$ cat config.mk
export PLATFORM = sky130hd
export DESIGN_NAME = fwd_history
export DESIGN_NICKNAME = d
export VERILOG_FILES = /design/src/rtl/fwd_history.sv
export SDC_FILE = /design/constraint.sdc
export NUM_CORES = 1
export LEC_CHECK = 0
export ABC_AREA = 1
export CELL_PAD_IN_SITES_DETAIL_PLACEMENT = 1
export CELL_PAD_IN_SITES_GLOBAL_PLACEMENT = 1
export CORE_MARGIN = 2
export CORE_UTILIZATION = 35
export CTS_BUF_LIST = sky130_fd_sc_hd__clkbuf_8
export DETAILED_ROUTE_END_ITERATION = 10
export GPL_TIMING_DRIVEN = 0
export PLACE_DENSITY_LB_ADDON = 0.1
export SLEW_MARGIN = 0
export SYNTH_ARGS = -nofsm -noshare
export SYNTH_HDL_FRONTEND = slang
export SYNTH_SLANG_ARGS = --single-unit
$ cat constraint.sdc
create_clock -name clk -period 2.21 [get_ports clk]
set_input_delay 0.442 -clock clk [delete_from_list [all_inputs] [get_ports clk]]
set_output_delay 0.442 -clock clk [all_outputs]
set_load 0.03 [all_outputs]
$ cat src/rtl/fwd_history.sv
// Write-history forwarding buffer: the live write plus the last DEPTH committed writes
// resolve register reads combinationally, newest match first, with fallback to the backing store.
module fwd_history #(
    parameter int AW       = 4,
    parameter int DW       = 16,
    parameter int DEPTH    = 3,
    parameter int NRD      = 3,
    parameter int ZERO_REG = 1
) (
    input  logic               clk,
    input  logic               rst_n,
    input  logic               clr,
    input  logic               wen,
    input  logic [AW-1:0]      waddr,
    input  logic [DW-1:0]      wdata,
    input  logic [NRD*AW-1:0]  rd_addr,
    input  logic [NRD*DW-1:0]  rd_fallback,
    output logic [NRD*DW-1:0]  rd_data,
    output logic [NRD-1:0]     rd_hit,
    output logic [DEPTH-1:0]   hist_valid
);

    // Index k of each array holds history entry k+1.
    logic [DEPTH-1:0]         vld_q, vld_d;
    logic [DEPTH-1:0][AW-1:0] addr_q, addr_d;
    logic [DEPTH-1:0][DW-1:0] data_q, data_d;
    logic                     we;

    // Only a clean 1 on wen commits; X/Z and writes to the zero register do not,
    // and nothing is forwarded while reset is held.
    always_comb begin
        we = rst_n && (wen === 1'b1) && !((ZERO_REG != 0) && (waddr == '0));
    end

    always_comb begin
        vld_d     = '0;
        addr_d    = addr_q;
        data_d    = data_q;
        vld_d[0]  = we;
        addr_d[0] = waddr;
        data_d[0] = wdata;
        for (int unsigned k = 1; k < DEPTH; k++) begin
            vld_d[k]  = vld_q[k-1] & ~clr;
            addr_d[k] = addr_q[k-1];
            data_d[k] = data_q[k-1];
        end
    end

    always_ff @(posedge clk or negedge rst_n) begin
        if (!rst_n) begin
            vld_q  <= '0;
            addr_q <= '0;
            data_q <= '0;
        end else begin
            vld_q  <= vld_d;
            addr_q <= addr_d;
            data_q <= data_d;
        end
    end

    always_comb begin
        logic [AW-1:0] a;
        logic [DW-1:0] val;
        logic          hit;
        rd_data = '0;
        rd_hit  = '0;
        a       = '0;
        val     = '0;
        hit     = 1'b0;
        for (int unsigned p = 0; p < NRD; p++) begin
            a   = rd_addr[p*AW +: AW];
            val = rd_fallback[p*DW +: DW];
            hit = 1'b0;
            if ((ZERO_REG != 0) && (a == '0)) begin
                val = '0;
            end else if (we && (waddr == a)) begin
                hit = 1'b1;
                val = wdata;
            end else begin
                // Scan oldest-last; the first valid match is the newest commit.
                for (int unsigned k = 0; k < DEPTH; k++) begin
                    if (!hit && vld_q[k] && (addr_q[k] == a)) begin
                        hit = 1'b1;
                        val = data_q[k];
                    end
                end
            end
            rd_data[p*DW +: DW] = val;
            rd_hit[p]           = hit;
        end
    end

    assign hist_valid = vld_q;

endmodule

After elaboration in Yosys (flattened, before gate mapping)

Index checks and enable logic that the tools add are counted.

Output and inout bits: 54
Input port bits: 84
Logic and storage cells: 96
Bits in registers: 63

Bitwise operators: 3
Eq/ne operators: 13
Reduce and logical (&&, ||, !) cells: 31
Multiplexer cells: 42

Operators with widths:

| operator            | number |
|---|---|
| $mux 16             | 15 |
| $eq 4x4->1          | 12 |
| $mux 1              | 27 |
| $logic_and 1x1->1   | 20 |
| $logic_not 4->1     | 4 |
| $logic_not 1->1     | 7 |
| $and 1x1->1         | 2 |
| $eqx 1x1->1 const B | 1 |
| $not 1->1           | 1 |

Longest topological paths before layout

Depth in word-level cells: 18
Mapped depth: 13

Worst setup path before layout

Ideal clock, no wire load.

Kind: input to output
Start: in rd_addr[4]
End: out rd_data[30]
Buffers on the path: 2
Slack: -0.185 ns
Arrival time: 1.953 ns
Required time: 1.768 ns
Stages: 11
Path through: buf_2 nand2_1 nand2_1 nor2_1 nand2_1 nor2_4 buf_4 nand3_1 nand3_1 nand2_1 a21oi_1

Word-level cells in the longest chain between the ends: 17
Elaborated cells on any way between the ends: 24
Those cells by class: eq/ne: 4; mux: 11; reduce/logical: 9

Ends and longest elaborated chain:

| item                            | line | text |
|---|---|---|
| from (decl)                     | 16   | `input logic [NRD*AW-1:0] rd_addr,` |
| $eq 4x4->1                      | 82   | `if (!hit && vld_q[k] && (addr_q[k] == a)) begin` |
| $logic_and 1x1->1               | 82   |  |
| $mux 1                          | 82   |  |
| $mux 1                          | 76   | `end else if (we && (waddr == a)) begin` |
| $mux 1                          | 74   | `if ((ZERO_REG != 0) && (a == '0)) begin` |
| $logic_not 1->1                 | 82   |  |
| $logic_and 1x1->1 (2 in series) | 82   |  |
| $mux 1                          | 82   |  |
| $mux 1                          | 76   |  |
| $mux 1                          | 74   |  |
| $logic_not 1->1                 | 82   |  |
| $logic_and 1x1->1 (2 in series) | 82   |  |
| $mux 16                         | 82   |  |
| $mux 16                         | 76   |  |
| $mux 16 (*)                     | 74   |  |
| to (decl)                       | 18   | `output logic [NRD*DW-1:0] rd_data,` |

Mark *: on every way between the ends. The rest lies on a longest branch, timed or not. The select of a mux whose other input is x is not followed.

Final worst setup path

Start: in rd_addr[3]
End: out rd_data[6]

Same word-level chain as after synthesis.

==> results.ini <==
[cts]
clkSinkCount = 63
cts.path.max_buffers = 2
cts_made_buffers = 9
cts_max_level = 3
clockRootBuffer = clkbuf_8
tritoncts = yes
clkLatencyLatePin_ps = 400
clkTransAtPathRegs_ps = 80

[place]
port_buffers = 132
dp_hpwl_um = 18900
gp_congestion = 0.908
dp_slack_ps = -1650
place_inst = 1173

[synthesis]
synth_top_cell_by_area = dfrtp_1
netlist_instances = 853
yosysWarningCount = 0
synth_area_leaders = dfrtp_1 29%, nand2_1 13%, nor2_1 11%
synth-edff-count = 0
ys_ff_latch = 63
ys.flop_type = dfrtp_1
seq_area_frac_synth_pct = 28.9
synth_top_area_share_pct = 28.9
syn_nets = 937
synth_area_um2 = 5460
synthDistinctLibCells = 29
yosysMostFrequentCell = nand2_1
synth_common_cells = 189 x nand2_1, 160 x nor2_1, 76 x inv_1
avgSynthCellArea_um2 = 6.41
async_flop_share_pct = 100

[power]
power.leakage_nw = 4.51
ir_worst_vdd_uv = 380
power_w = 0.00407
cellPowerDensity_nw_per_um2 = 445

[setup_path]
arrival_ps = 2740
reg2reg_from = addr_d[6]$_DFF_PN0_
path_cells = clkdlybuf4s15_2 > nor4_2 > inv_1 > clkbuf_2 > o21ai_1 > nor2_2 > buf_6
r2r_slack_ps = 1500
critPathRequiredTime_ps = 1770
worstSetupStartpointType = primary input
crit_fanout = 10
cp-end-kind = output pin
crit_slowest_cell = nor4_2
slowest_delay_ps = 650
criticalPathCategory = in -> out
r2r_end = addr_d[10]$_DFF_PN0_
reg2reg_depth = 0

[floorplan]
start_util_pct = 35.9
die_y_um = 129
rows = 45
ios = 138
core_um2 = 15200
die_x_um = 129
dieArea_um2 = 16600

[layout]
num-nets-final = 1156
syn2layout_area_growth_pct = 67.4
fin_cells = 1264
num_antenna_cells = 0
drive_gt1_share_pct = 38.2

[timing]
fin_skew_ps = 14.3
fin_hold_ws_ps = 4.76
finalSetupViolCount = 51
final_max_slew_viol_count = 0
max_freq_mhz = 315
hold_viol_final = 0
rsz0062_at_grt = yes
relSlewSlack_pct = 45.4
min_period_over_period_pct = 144
layout_setup_ws_ps = -968
worst_pin_slew_ps = 812
fin_crit_ps = 3180

[global_route]
overflow = 0
grt_max_degree = 65
grt_pass1_vias = 8164
grt_use_total_pct = 40.2
antenna_found_initial = 0
grt_pass1_wl_um = 49100

[flow_run]
drv_cap = 0

[route]
avgRoutedWirePerCell_um = 28.5
drc_errors = 0
dr_total_vias = 8008
ant_nets = 0
drt_iter0_drc = 980
via_per_inst = 6.34
drt_pass1_iterations = 6
totalWireLength_um = 36100

[run_status]
status = finished with violations
violations = negative setup slack

[min_path]
hold_class = in -> async

-- layer usage --
layer	share of wire, %	up-vias	track usage (%)
met3	13	277	9.69
met1	36	3756	49.7
li1	-	3220	-
met5	0	-	2.65
met4	8.5	0	28.6
met2	42	755	61.3
-- layout make-up --
| type | count | area [µm²] |
|---|---|---|
| timing repair buffer | 211 | 2270 |
| sequential | 63 | 1590 |
| clock inverter | 3 | 65.1 |
| fill | 1879 | 6050 |
| buffer | 47 | 634 |
| inverter | 90 | 345 |
| multi-input combinational | 650 | 3850 |
| tap | 188 | 235 |
| clock buffer | 12 | 165 |
-- critical path, delay by kind of cell --
| family | cells | cell delay, ps |
|---|---|---|
| compound gates | 1 | 250 |
| buf+inv | 4 | 1290 |
| simple gates | 2 | 740 |
-- timing repair --
item                                   in CTS  in global routing
pin swaps                                  51                 41
gates resized for setup                   625                 54
endpoints found under the hold margin      63                 45
setup endpoints to repair                  51                 51
setup buffers                              60                  6
cloned                                     10                  0
-- per-stage QoR --
| stage | area, µm² | utilization (%) | setup TNS (ps) |
|---|---|---|---|
| global route | 9150 | 60.2 | -37500 |
| CTS | 8910 | 58.6 | -19430 |
| finish | 9150 | 60.2 | -34820 |
| floorplan | 5610 | - | -166 |
| detailed placement | 7160 | 47.1 | -81180 |
| global placement | 7170 | 47.1 | -298770 |
-- worst max-delay path by stage --
stage	start	to	slack (ps)	cells past startpoint
2_1_floorplan	rd_addr[4]	rd_data[30]	-40	11
3_3_place_gp	rst_n	rd_hit[1]	-3780	8
3_5_place_dp	rst_n	rd_data[10]	-1650	10
4_1_cts	addr_d[4]$_DFF_PN0_	rd_data[37]	-430	13
5_1_grt	addr_d[6]$_DFF_PN0_	rd_data[18]	-900	9
6_report	rd_addr[3]	rd_data[6]	-970	7
-- state kept, by name, indices dropped and copies added, names as in the netlist --
| register | cells |
|---|---|
| addr_q | 4 |
| data_d | 32 |
| data_q | 16 |
| addr_d | 8 |
| hist_valid | 3 |
-- cell usage in the layout (no fill, tap or decap), types with 6 or more instances in the layout --
cell type        netlist  layout
buf_12                 0      15
buf_16                 0       6
buf_4                 10      58
buf_6                  8      73
clkbuf_8               0      19
clkdlybuf4s15_2        0       6
clkdlybuf4s50_1        0      69
dfrtp_1               63      56
dfrtp_2                0       7
inv_1                 76      60
inv_2                 12      25
nand2_1              189     148
nand2_2                1      37
nand3_1               60      43
nand3_2                1      16
nand3_4                8      10
nand3b_1              45      45
nand4_1               48      48
nor2_1               160      92
nor2_2                 5      61
nor2_4                 8      20
o21ai_0               51      18
o21ai_1               45      65
o21ai_2                0      13
-- power breakdown --
part / internal, W / switching [W]
clock: 0.000720 / 0.000565
sequential: 0.00121 / 0.0000532
combinational: 0.000607 / 0.000918
-- kinds of logic after synthesis --
| group | synth area share [%] |
|---|---|
| buffers and inverters | 11.8 |
| and+or+nand+nor | 46.9 |
| DFF | 28.9 |
| xor gates and xnor gates | 1.86 |
| AOI/OAI and AO/OA | 10.5 |
Note: power is estimated with default switching activity, not from simulation.
